--- config.mk ---
export PLATFORM = sky130hd
export DESIGN_NAME = moore_seq_detector_param
export DESIGN_NICKNAME = d
export VERILOG_FILES = /design/src/rtl/moore_seq_detector_param.sv
export SDC_FILE = /design/constraint.sdc
export NUM_CORES = 1
export LEC_CHECK = 0
export CORE_AREA = 4 4 41 43
export CTS_CLUSTER_DIAMETER = 50
export DETAILED_ROUTE_END_ITERATION = 12
export DIE_AREA = 0 0 45 47
export PLACE_DENSITY = 0.33
export SLEW_MARGIN = 10
export SYNTH_ARGS = -nofsm -noshare
export SYNTH_HDL_FRONTEND = slang
export SYNTH_SLANG_ARGS = --single-unit
--- constraint.sdc ---
create_clock -name clk -period 2.2 [get_ports clk]
set_input_delay 0.22 -clock clk [delete_from_list [all_inputs] [get_ports clk]]
set_output_delay 0.22 -clock clk [all_outputs]
set_load 0.02 [all_outputs]
--- src/rtl/moore_seq_detector_param.sv ---
// Parametrised Moore serial sequence detector (KMP state machine, run-time overlap select).
// Optional saturating match counter enabled by defining MATCH_COUNT_EN.
module moore_seq_detector_param #(
    parameter int             LEN     = 4,
    parameter logic [LEN-1:0] PATTERN = 4'b0101,
    parameter int             CNT_W   = 8
) (
    input  logic             clk,
    input  logic             rst,
    input  logic             en,
    input  logic             ovl,
    input  logic             i,
    output logic             f
`ifdef MATCH_COUNT_EN
    ,
    output logic [CNT_W-1:0] match_cnt
`endif
);

    localparam int SW = (LEN < 1) ? 1 : $clog2(LEN + 1);
    localparam int NS = 1 << SW;

    typedef logic [SW-1:0] s_t;

    localparam s_t S_IDLE = '0;
    localparam s_t S_FULL = s_t'(LEN);

    if (LEN < 1 || LEN > 16) begin : g_len_chk
        $error("moore_seq_detector_param: LEN=%0d outside legal range 1..16", LEN);
    end

    // Bit k of the sequence in arrival order; the MSB of PATTERN arrives first.
    function automatic bit pbit(input int k);
        return PATTERN[LEN-1-k];
    endfunction

    // Longest pattern prefix that is a suffix of (first s pattern bits, b).
    function automatic int adv(input int s, input bit b);
        int  res;
        bit  found;
        bit  ok;
        bit  cb;
        int  j;
        res   = 0;
        found = 1'b0;
        for (int k = s + 1; k >= 1; k--) begin
            if (!found && k <= LEN) begin
                ok = 1'b1;
                for (int m = 0; m < k; m++) begin
                    j  = s + 1 - k + m;
                    cb = (j < s) ? pbit(j) : b;
                    if (pbit(m) != cb) ok = 1'b0;
                end
                if (ok) begin
                    res   = k;
                    found = 1'b1;
                end
            end
        end
        return res;
    endfunction

    // Longest proper prefix of the whole pattern that is also its suffix.
    function automatic int fail_full();
        int  res;
        bit  ok;
        res = 0;
        for (int k = 1; k < LEN; k++) begin
            ok = 1'b1;
            for (int m = 0; m < k; m++) begin
                if (pbit(m) != pbit(LEN - k + m)) ok = 1'b0;
            end
            if (ok) res = k;
        end
        return res;
    endfunction

    function automatic int nxt(input int s, input bit b, input bit o);
        int res;
        if (s < LEN)       res = adv(s, b);
        else if (s == LEN) res = o ? adv(fail_full(), b) : adv(0, b);
        else               res = 0;  // unreachable encodings fall back to idle
        return res;
    endfunction

    // Next-state table is elaboration-time constant: [state][input bit][ovl].
    s_t nxt_tbl [NS][2][2];

    for (genvar gs = 0; gs < NS; gs++) begin : g_s
        for (genvar gb = 0; gb < 2; gb++) begin : g_b
            for (genvar go = 0; go < 2; go++) begin : g_o
                localparam int N = nxt(gs, (gb != 0), (go != 0));
                assign nxt_tbl[gs][gb][go] = N[SW-1:0];
            end
        end
    end

    s_t s_q;
    s_t s_d;

    always_ff @(posedge clk) begin
        if (rst) s_q <= S_IDLE;
        else     s_q <= s_d;
    end

    always_comb begin
        s_d = s_q;
        f   = 1'b0;
        if (en) s_d = nxt_tbl[s_q][i][ovl];
        if (s_q == S_FULL) f = 1'b1;
    end

`ifdef MATCH_COUNT_EN
    // With en low the state holds, so en && s_d == LEN covers both entry and re-match.
    always_ff @(posedge clk) begin
        if (rst)
            match_cnt <= '0;
        else if (en && s_d == S_FULL && match_cnt != {CNT_W{1'b1}})
            match_cnt <= match_cnt + CNT_W'(1);
    end
`endif

endmodule
==> qor.log <==
qor: run_status.outcome completed
qor: timing.worst_clock_skew 0.00132 ns
qor: min_path.hp-class reg2reg
qor: die.die_h 47 um
qor: drt.routed_wire_length_per_instance 9.20 um
qor: clock_tree.clock_network_latency_to_the_later_pin_of_the_worst_skew_pair 0.23 ns
qor: global_routing.number_of_global_route_vias_before_repair 175
qor: layout.syn_to_final_growth 61.3%
qor: flow_run.maxCapViolCount 0
qor: timing.hold_slack 0.528 ns
qor: die.floorplan.die_area 2120 sq um
qor: die.floorplan.die.width 45 um
qor: critical_path.timing_worst_setup_path_type reg2out
qor: timing.timing.setup.tns 0 ns
qor: critical_path.timing.rr.start s_q[2]
qor: clock_tree.cts_sinks 3
qor: drt.routed_wl 377 um
qor: critical_path.critical_path_launch_point_type flip-flop
qor: timing.grt_setup_unrepaired no
qor: drt.ant_nets 0
qor: clock_tree.cts.htree.levels 1
qor: critical_path.required 1.98 ns
qor: critical_path.cp_data_arrival_time 1.44 ns
qor: placement.placement.io_buffers 5
qor: synth.synth-edff-count 0
qor: synth.mappedNetlistArea 155 sq um
qor: placement.gp_congestion 0.773
qor: clock_tree.number_of_setup_buffers_added_after_cts 0
qor: clock_tree.number_of_cts_inserted_buffers 3
qor: layout.design.final.nets 32
qor: clock_tree.post_cts_resized 0
qor: synth.synthesis.instances 17
qor: synth.ys_seq_area_share 38.7%
qor: critical_path.cp-end-kind output port
qor: global_routing.grt_first_pass_wirelength 703 um
qor: timing.worst_slew_margin_rel 85.5%
qor: die.design.core.area 1300 sq um
qor: clock_tree.cts_root_buf clkbuf_4
qor: synth.synth.lib_cells_used.distinct 13
qor: synth.asyncSetResetFlopFracSynth 0%
qor: layout.reg.largest.list s_q: 3 flops
qor: critical_path.regToRegEndpoint s_q[1]
qor: drt.drt_drc_violations_left 0
qor: die.initial_core_util 11.9%
qor: clock_tree.path_clk_slew 0.03 ns
qor: timing.finalCriticalPeriod 1.66 ns
qor: clock_tree.cts_hold_buf 0
qor: die.io_pins 6
qor: drt.drt_iter0_markers 0
qor: drt.detail_route.vias_per_cell 3.98
qor: timing.setup_viol 0
qor: synth.ys_top_cells_by_area dfxtp_1 39%, and4bb_2 8.1%, a21oi_1 6.5%
qor: timing.tightest_slew 0.214 ns
qor: layout.max_flop_register s_q
qor: layout.diode_insertion_count_for_antenna_repair 0
qor: global_routing.overall_routing_resource_usage 5.29%
qor: layout.largest_register_ff_count 3
qor: synth.yosysWarnings 0
qor: timing.finalHoldViolCount 0
qor: critical_path.r2r_cells 3
qor: pwr.ir_worst_vdd 208 uV
qor: min_path.worst_hold_path.endpoint s_q[2]
qor: pwr.power.density 663 nW/um^2
qor: global_routing.grt_overflow 0
qor: synth.ys_top_cells_by_count 3 x dfxtp_1, 2 x a21oi_1, 2 x nor3_1
qor: timing.timing_max_transition_violations_final 0
qor: layout.fill_cell_total_of_the_finished_layout 150
qor: synth.syn_nets 22
qor: synth.area_share_of_the_largest_cell_type_after_synthesis 38.7%
qor: drt.vias 163
qor: clock_tree.buffer_levels_on_the_longest_clock_path 2
qor: critical_path.timing.critical_path.cells nor3b_1 -> clkdlybuf4s50_1
qor: clock_tree.tritoncts yes
qor: die.rows 13
qor: critical_path.reg2reg_setup_slack 1.20 ns
qor: global_routing.grt_start_max_net_pins 7
qor: critical_path.timing.critical_path.slowest_cell_delay 0.63 ns
qor: synth.synth_top_flop_cell dfxtp_1
qor: critical_path.worstPathMaxFanout 6
qor: synth.synthesis.area_per_instance 9.13 sq um
qor: synth.netlist.top_cell.by_area dfxtp_1
qor: layout.final_layout_size_suffix_gt1_share 19.2%
qor: critical_path.timing.critical_path.slowest_stage_cell clkdlybuf4s50_1
qor: timing.post-route-period-util 75.6%
qor: global_routing.antenna_violations_before_repair 0
qor: drt.drt-pass1-iter-count 1
qor: synth.yosysMostFrequentCell dfxtp_1
qor: synth.synth_seq_cells 3
qor: pwr.leakagePower 0.0828 nW
qor: min_path.whs_path_depth 2
qor: min_path.hold_start s_q[2]
qor: timing.maxClockFrequency 602 MHz
-- cell usage in the layout, fill, tap and decap left out --
master and instances:
clkbuf_4 3, and4bb_2 1, a21oi_1 2, o311ai_1 1, clkbuf_1 1, nor3b_1 1, clkdlybuf4s50_1 5, nor3_1 2
or2b_1 1, o21ai_1 1, and3b_2 1, nand2b_1 1, nand3b_1 1, nand3_1 1, dfxtp_1 3, o21ai_0 1
-- metal layers --
layer	vias to the layer above	GRT usage [%]	share of wire, %
met4	0	8.77	0
met2	1	7.63	59
met1	76	3.63	40
met5	-	0	0
met3	0	3.45	1.6
li1	86	-	-
-- critical path: cells and delay by family (launching register included) --
family | cells | cell delay, ns
AND/OR/NAND/NOR | 1 | 0.20
buffers and inverters | 1 | 0.63
flip-flops | 1 | 0.38
-- per-stage QoR --
step	cell area, sq um	utilization, %	setup WS, ns	total power [mW]	std cells
6_report	250	19.2	0.538	0.166	41
3_3_place_gp	224	17.2	0.797	0.0734	37
3_5_place_dp	224	17.2	0.770	0.0729	37
2_1_floorplan	155	-	1.08	0.0627	17
4_1_cts	250	19.2	0.511	0.172	41
5_1_grt	250	19.2	0.387	0.186	41
-- logic make-up after synthesis --
kind of cell | Yosys count | synth area share (%)
simple gates | 9 | 42.7
flops | 3 | 38.7
compound gates | 5 | 18.5
-- area by class of cell --
type	instances	area (sq um)	area share (%)
Clock buffer	4	26.3	10.5
Multi-Input combinational cell	14	95.1	38.0
Sequential cell	3	60.1	24.0
Tap cell	15	18.8	7.50
Timing Repair Buffer	5	50.0	20.0
-- power breakdown --
group	total [mW]	switching [mW]	internal, mW
clock	0.0937	0.0259	0.0678
combinational	0.0143	0.00481	0.00953
sequential	0.0579	0.00174	0.0561
-- worst max-delay path by stage --
stage | startpoint | endpoint | slack (ns) | cells past startpoint
6_report | s_q[2] | f | 0.54 | 2
3_3_place_gp | s_q[2] | f | 0.80 | 2
2_1_floorplan | s_q[2] | f | 1.08 | 1
5_1_grt | s_q[2] | f | 0.39 | 2
4_1_cts | s_q[2] | f | 0.51 | 2
3_5_place_dp | s_q[2] | f | 0.77 | 2
(Power assumes the default switching activity.)
